`config.mk`:
```
export PLATFORM = sky130hd
export DESIGN_NAME = uart_tx_engine
export DESIGN_NICKNAME = d
export VERILOG_FILES = /design/src/rtl/uart_tx_engine.sv
export SDC_FILE = /design/constraint.sdc
export NUM_CORES = 1
export LEC_CHECK = 0
export ABC_AREA = 1
export CORE_MARGIN = 3
export CORE_UTILIZATION = 30
export CTS_CLUSTER_SIZE = 30
export DETAILED_ROUTE_END_ITERATION = 12
export SLEW_MARGIN = 10
export SYNTH_ARGS = -nofsm -noshare
export SYNTH_HDL_FRONTEND = slang
export SYNTH_SLANG_ARGS = --single-unit
export TNS_END_PERCENT = 30
```
`constraint.sdc`:
```
create_clock -name PCLK -period 2.02 [get_ports PCLK]
set_input_delay 0.404 -clock PCLK [delete_from_list [all_inputs] [get_ports PCLK]]
set_output_delay 0.404 -clock PCLK [all_outputs]
set_load 0.01 [all_outputs]
```
`src/rtl/uart_tx_engine.sv`:
```
// ---------------------------------------------------------------------------
// uart_tx_engine
//
// Parametrised UART transmitter. Pulls words from a TX FIFO and serialises
// them onto txd as start bit, 5..DATA_W data bits (LSB first), an optional
// parity bit, and one or two stop bits. It can also drive a break condition.
// Bit timing comes from an external oversampled enable (baud_tick). Each bit
// lasts exactly OVS ticks.
//
// Handshake: a word transfers on every PCLK edge where tx_valid && tx_ready.
// The engine raises tx_ready only while idle, enabled and not breaking, and it
// never depends on tx_valid to do so. The producer keeps tx_valid and tx_data
// stable until the transfer happens. A transferred word is always consumed,
// including one that is rejected for an illegal configuration.
//
// Ports:
//   PCLK, PRESET      system clock, asynchronous active-high reset
//   baud_tick         one-cycle enable at OVS x baud rate
//   tx_en             allows new words to be accepted (sampled in IDLE)
//   cfg_data_bits     data length 5..DATA_W
//   cfg_parity        0 none, 1 even, 2 odd, 3 mark, 4 space, 5..7 illegal
//   cfg_stop2         0 = one stop bit, 1 = two stop bits
//   cfg_break         request a break (line held low)
//   tx_valid/tx_data  FIFO side of the handshake
//   tx_ready          engine takes tx_data this cycle
//   txd               serial output, idle high
//   busy              engine is not idle
//   bit_index         data bit currently on the line (0 outside DATA)
//   done_tx           one-cycle pulse after the last stop bit
//   cfg_err           one-cycle pulse when a word is rejected for its config
// ---------------------------------------------------------------------------
module uart_tx_engine #(
  parameter int DATA_W = 9,
  parameter int OVS    = 16
) (
  input  logic              PCLK,
  input  logic              PRESET,
  input  logic              baud_tick,
  input  logic              tx_en,
  input  logic [3:0]        cfg_data_bits,
  input  logic [2:0]        cfg_parity,
  input  logic              cfg_stop2,
  input  logic              cfg_break,
  input  logic              tx_valid,
  input  logic [DATA_W-1:0] tx_data,
  output logic              tx_ready,
  output logic              txd,
  output logic              busy,
  output logic [3:0]        bit_index,
  output logic              done_tx,
  output logic              cfg_err
);

  localparam int             TW        = (OVS > 2) ? $clog2(OVS) : 1;
  localparam logic [TW-1:0]  TICK_LAST = TW'(OVS - 1);
  localparam logic [3:0]     MAX_BITS  = 4'(DATA_W);

  typedef enum logic [2:0] {
    S_IDLE   = 3'd0,
    S_START  = 3'd1,
    S_DATA   = 3'd2,
    S_PARITY = 3'd3,
    S_STOP   = 3'd4,
    S_BREAK  = 3'd5
  } state_t;

  state_t              state_q,    state_d;
  logic [TW-1:0]       tick_q,     tick_d;
  logic [DATA_W-1:0]   shift_q,    shift_d;
  logic [3:0]          nbits_q,    nbits_d;
  logic [3:0]          bit_cnt_q,  bit_cnt_d;
  logic                par_en_q,   par_en_d;
  logic                par_bit_q,  par_bit_d;
  logic                stop2_q,    stop2_d;
  logic                stop_cnt_q, stop_cnt_d;
  logic                brk_rel_q,  brk_rel_d;
  logic                done_q,     done_d;
  logic                err_q,      err_d;
  logic                txd_q,      txd_d;

  logic                accept;
  logic                bit_end;
  logic [TW-1:0]       tick_next;
  logic                cfg_legal;
  logic                data_xor;
  logic                acc_par_bit;

  // Incoming-word decode, used only on the accept cycle.
  // The parity covers only the configured number of data bits, so the unused
  // upper bits of tx_data are masked out.
  always_comb begin
    data_xor = 1'b0;
    for (int i = 0; i < DATA_W; i++) begin
      if (4'(i) < cfg_data_bits) begin
        data_xor = data_xor ^ tx_data[i];
      end
    end
  end

  always_comb begin
    acc_par_bit = 1'b0;
    case (cfg_parity)
      3'd1:    acc_par_bit = data_xor;
      3'd2:    acc_par_bit = ~data_xor;
      3'd3:    acc_par_bit = 1'b1;
      default: acc_par_bit = 1'b0;
    endcase
  end

  assign cfg_legal = (cfg_data_bits >= 4'd5) && (cfg_data_bits <= MAX_BITS) &&
                     (cfg_parity <= 3'd4);

  // tx_ready is also gated by PRESET so that it reads 0 while reset is held.
  assign tx_ready  = (state_q == S_IDLE) && tx_en && !cfg_break && !PRESET;
  assign accept    = tx_valid && tx_ready;
  assign bit_end   = baud_tick && (tick_q == TICK_LAST);
  assign tick_next = bit_end ? '0 : tick_q + TW'(1);

  // Next-state and datapath.
  always_comb begin
    state_d    = state_q;
    tick_d     = tick_q;
    shift_d    = shift_q;
    nbits_d    = nbits_q;
    bit_cnt_d  = bit_cnt_q;
    par_en_d   = par_en_q;
    par_bit_d  = par_bit_q;
    stop2_d    = stop2_q;
    stop_cnt_d = stop_cnt_q;
    brk_rel_d  = brk_rel_q;
    done_d     = 1'b0;
    err_d      = 1'b0;

    case (state_q)
      S_IDLE: begin
        tick_d    = '0;
        brk_rel_d = 1'b0;
        if (cfg_break) begin
          state_d = S_BREAK;
        end else if (accept) begin
          shift_d    = tx_data;
          nbits_d    = cfg_data_bits;
          par_en_d   = (cfg_parity != 3'd0);
          par_bit_d  = acc_par_bit;
          stop2_d    = cfg_stop2;
          bit_cnt_d  = 4'd0;
          stop_cnt_d = 1'b0;
          if (cfg_legal) begin
            state_d = S_START;
          end else begin
            err_d = 1'b1;
          end
        end
      end

      S_START: begin
        if (baud_tick) tick_d = tick_next;
        if (bit_end)   state_d = S_DATA;
      end

      S_DATA: begin
        if (baud_tick) tick_d = tick_next;
        if (bit_end) begin
          shift_d = shift_q >> 1;
          if (bit_cnt_q == nbits_q - 4'd1) begin
            bit_cnt_d = 4'd0;
            state_d   = par_en_q ? S_PARITY : S_STOP;
          end else begin
            bit_cnt_d = bit_cnt_q + 4'd1;
          end
        end
      end

      S_PARITY: begin
        if (baud_tick) tick_d = tick_next;
        if (bit_end)   state_d = S_STOP;
      end

      S_STOP: begin
        if (baud_tick) tick_d = tick_next;
        if (bit_end) begin
          if (stop2_q && !stop_cnt_q) begin
            stop_cnt_d = 1'b1;
          end else begin
            stop_cnt_d = 1'b0;
            state_d    = S_IDLE;
            done_d     = 1'b1;
          end
        end
      end

      S_BREAK: begin
        // The release period is timed from the first cycle cfg_break is seen
        // low. Until then the tick counter is held at zero.
        if (!brk_rel_q) begin
          tick_d = '0;
          if (!cfg_break) brk_rel_d = 1'b1;
        end else begin
          if (baud_tick) tick_d = tick_next;
          if (bit_end) begin
            state_d   = S_IDLE;
            brk_rel_d = 1'b0;
          end
        end
      end

      default: begin
        state_d = S_IDLE;
        tick_d  = '0;
      end
    endcase
  end

  // txd is registered from the next-state values so that it changes on the
  // same edge as the state and carries no decode glitches.
  always_comb begin
    txd_d = 1'b1;
    case (state_d)
      S_IDLE:   txd_d = 1'b1;
      S_START:  txd_d = 1'b0;
      S_DATA:   txd_d = shift_d[0];
      S_PARITY: txd_d = par_bit_d;
      S_STOP:   txd_d = 1'b1;
      S_BREAK:  txd_d = brk_rel_d;
      default:  txd_d = 1'b1;
    endcase
  end

  always_ff @(posedge PCLK or posedge PRESET) begin
    if (PRESET) begin
      state_q    <= S_IDLE;
      tick_q     <= '0;
      shift_q    <= '0;
      nbits_q    <= 4'd0;
      bit_cnt_q  <= 4'd0;
      par_en_q   <= 1'b0;
      par_bit_q  <= 1'b0;
      stop2_q    <= 1'b0;
      stop_cnt_q <= 1'b0;
      brk_rel_q  <= 1'b0;
      done_q     <= 1'b0;
      err_q      <= 1'b0;
      txd_q      <= 1'b1;
    end else begin
      state_q    <= state_d;
      tick_q     <= tick_d;
      shift_q    <= shift_d;
      nbits_q    <= nbits_d;
      bit_cnt_q  <= bit_cnt_d;
      par_en_q   <= par_en_d;
      par_bit_q  <= par_bit_d;
      stop2_q    <= stop2_d;
      stop_cnt_q <= stop_cnt_d;
      brk_rel_q  <= brk_rel_d;
      done_q     <= done_d;
      err_q      <= err_d;
      txd_q      <= txd_d;
    end
  end

  assign txd       = txd_q;
  assign busy      = (state_q != S_IDLE);
  assign bit_index = (state_q == S_DATA) ? bit_cnt_q : 4'd0;
  assign done_tx   = done_q;
  assign cfg_err   = err_q;

endmodule

```
==> results.py <==
metrics = {
    "logic_synthesis": {
        "async_flop_share_pct": 100.0,
        "yosys_warnings": 0,
        "netlist.area_leader.share_pct": 38.30,
        "syn_inst": 274,
        "synth_edf_count": 0,
        "synthFlopType": "dfrtp_1",
        "synth_area_per_cell_sq_um": 7.393,
        "synth_most_common_cell": "nand2_1",
        "synth_cell_types": 35,
        "ys_ff_latch": 32,
        "synth_common_cells": "62 x nand2_1, 45 x inv_1, 31 x dfrtp_1, 30 x nor2_1, 15 x o21ai_0",
        "seq_area_frac_synth_pct": 39.59,
        "synth_nets": 300,
        "synth_area_sq_um": 2026,
        "ys_top_cells_by_area": "dfrtp_1 38%, nand2_1 11%, inv_1 8.3%",
        "synth_top_cell_by_area": "dfrtp_1",
    },
    "critical_path": {
        "crit_buf_inv": 2,
        "critPathKind": "reg -> reg",
        "critPathSlowestCell": "dfrtp_1",
        "crit_top_cell": "nand2_2",
        "path_cells": "inv_2 -> ha_4 -> xor2_1 -> o21ai_1 -> nor2_1 -> nand2_2 -> inv_2 -> nor2_1 -> o21ai_1 -> nand2_1 -> o21ai_2 -> nand2_2 -> nand2_2",
        "crit_path_start_kind": "register",
        "critPathLaunch": "nbits_q[1]",
        "end_kind": "register",
        "path_max_fanout": 4,
        "slowest_delay_ns": 0.39,
        "worstPathRequired_ns": 2.25,
        "reg2reg_from": "nbits_q[1]",
        "crit_family": "simple AND/OR/NAND/NOR gates",
        "arrival_ns": 2.15,
    },
    "routing": {
        "num_vias": 1945,
        "drc": 0,
        "viasPerCell": 4.631,
        "wl_mm": 5.040,
        "avgRoutedWirePerCell_um": 12.00,
        "first_iter_violations": 83,
        "drtAntennaViolNets": 0,
        "dr.pass1.iters": 4,
    },
    "die": {
        "chipHeight_um": 88.17,
        "die_area_sq_um": 7774,
        "rows": 29,
        "die_w_um": 88.17,
        "ios": 32,
        "initial_utilization_pct": 31.36,
        "coreArea_sq_um": 6459,
    },
    "grt": {
        "grt-busiest-layer": "met2",
        "globalRouteMet3Util_pct": 3.293,
        "antenna_found_initial": 0,
        "grt_overflow": 0,
        "grt_pass1_wl_mm": 8.638,
        "grt.total_usage_pct": 14.36,
        "grt_max_degree": 33,
        "grt_use_met2_pct": 23.79,
        "globalRouteMet1Util_pct": 18.39,
        "grt_pass1_vias": 1878,
    },
    "layout": {
        "antenna_cells": 0,
        "fill_cells": 687,
        "instances_no_fill": 420,
        "fin_nets": 368,
        "area_growth_pct": 37.74,
        "drive_gt1_share_pct": 23.32,
    },
    "timing": {
        "hold_violations": 0,
        "slew_headroom_pct": 65.90,
        "period_share_pct": 95.01,
        "worstMarginPinSlew_ns": 0.5085,
        "setup_violations": 0,
        "rsz0062_at_grt": "true",
        "max_freq_ghz": 0.5211,
        "skew_ns": 0.001688,
        "setup_ws_ns": 0.1009,
        "setup_tns_ns": 0,
        "slew_viol_final": 0,
        "fin_crit_ns": 1.919,
    },
    "placed_design": {
        "portBuffers": 31,
        "place.gp.congestion": 0.8430,
        "dpl.hpwl_mm": 4.009,
        "place_inst": 410,
        "pre_cts_slack_ns": -0.2025,
    },
    "power_and_ir_drop": {
        "swShare_pct": 38.30,
        "pwr-share-clk_pct": 17.8,
        "combPwrFrac_pct": 44.0,
        "p_int_mw": 1.764,
        "ir_drop_mv": 0.2788,
        "switchingPower_mw": 1.095,
        "leakage_nw": 1.428,
        "power_frac_seq_pct": 38.2,
        "powerDensity_nw_per_um2": 1025,
        "design_power_total_mw": 2.859,
    },
    "clock_tree": {
        "clockRootBuffer": "clkbuf_8",
        "htreeDepth": 2,
        "clock-sinks": 32,
        "clock_path_buffers": 2,
        "cts_buffers": 5,
        "postCtsHoldBufs": 0,
        "clkTransAtPathRegs_ns": 0.06,
        "clock_latency_ns": 0.28,
        "tritoncts": "built",
    },
    "run": {
        "cap_violations": 0,
    },
    "status": {
        "outcome": "completed",
    },
    "min_path": {
        "worstHoldStart": "stop2_q",
        "hold_class": "reg -> reg",
    },
}
power by group through the flow:
stage | Sequential (mW) | Combinational [mW] | Clock, mW
6_report | 1.09 | 1.26 | 0.509
3_5_place_dp | 1.08 | 1.17 | 0
5_1_grt | 1.13 | 1.48 | 0.549
2_1_floorplan | 1.05 | 0.823 | 0
4_1_cts | 1.08 | 1.18 | 0.520
3_3_place_gp | 1.08 | 1.14 | 0
cell type report:
cell class,instances,area (sq um),share of cell area [%]
multi-input cells,189,1049,37.58
flip-flops and latches,32,804.5,28.83
repair buffers,64,556.8,19.96
inverters,50,193.9,6.951
well taps,77,96.34,3.453
clock buffers,8,90.09,3.229
sequential cells by signal (all words and copies together) (netlist names):
| signal | count |
|---|---|
| bit_cnt_q | 4 |
| par_en_q | 1 |
| par_bit_q | 1 |
| done_tx | 1 |
| tick_q | 4 |
| cfg_err | 1 |
| stop_cnt_q | 1 |
| stop2_q | 1 |
| nbits_q | 4 |
| shift_q | 9 |
| txd | 1 |
| state_q | 3 |
| brk_rel_q | 1 |
per-layer routing:
metal / up-vias / routed length, um
li1: 1013 / -
met1: 881 / 2304
met2: 43 / 2428
met3: 8 / 227
met4: 0 / 79
met5: - / 0
metrics by stage:
step / hold slack, ns / cell area [sq um] / util (%)
2_1_floorplan: 0.3399 / 2034 / -
3_3_place_gp: 0.4666 / 2639 / 40.86
3_5_place_dp: 0.4762 / 2639 / 40.86
4_1_cts: 0.4939 / 2729 / 42.25
5_1_grt: 0.5163 / 2790 / 43.20
6_report: 0.4881 / 2790 / 43.20
worst min-delay path: stages (launching register included):
cell     delay [ns]
dfrtp_1        0.35
nand2_1        0.05
nand2_1        0.06
final timing paths:
check	end	slack [ns]	cells past startpoint
setup / recovery	txd	0.10	13
hold / removal	stop2_q	0.49	2
setup reg to reg	txd	0.10	13
hold reg to reg	stop2_q	0.49	2
max in group asynchronous	txd	1.06	3
min in group asynchronous	stop_cnt_q	0.63	3
logic make-up after synthesis:
logic type	synth area share, %
simple gates	29.59
buf+inv	11.12
compound gates	14.33
flops	39.59
xor+xnor	3.027
fa+ha+maj	1.853
mux	0.4942
cell usage in the layout (no fill, tap or decap), drive strengths merged:
| cell type | Yosys | layout |
|---|---|---|
| o31ai | 1 | 1 |
| a21oi | 9 | 9 |
| nand3 | 16 | 16 |
| xnor2 | 2 | 2 |
| clkinvlp | 0 | 1 |
| o221ai | 5 | 5 |
| a31oi | 2 | 2 |
| o21ai | 22 | 22 |
| dlygate4sd2 | 0 | 5 |
| buf | 2 | 33 |
| o211ai | 2 | 2 |
| nand2 | 71 | 71 |
| nor3 | 6 | 6 |
| o22ai | 1 | 1 |
| dfstp | 1 | 1 |
| o2bb2ai | 1 | 1 |
| dlymetal6s2s | 0 | 2 |
| a22oi | 1 | 1 |
| nor2 | 36 | 36 |
| mux2i | 1 | 1 |
| nand4 | 1 | 1 |
| ha | 3 | 3 |
| xor2 | 5 | 5 |
| clkdlybuf4s50 | 0 | 24 |
| clkbuf | 1 | 8 |
| dfrtp | 31 | 31 |
| inv | 50 | 49 |
| a211oi | 4 | 4 |
what timing repair did:
action / CTS / global route
setup buffers: 0 / 2
endpoints found under the setup margin: 5 / 2
resized for setup: 7 / 18
pin swaps: 1 / 8
gates cloned: 0 / 0
No activity file was read; power rests on OpenSTA's default activity.
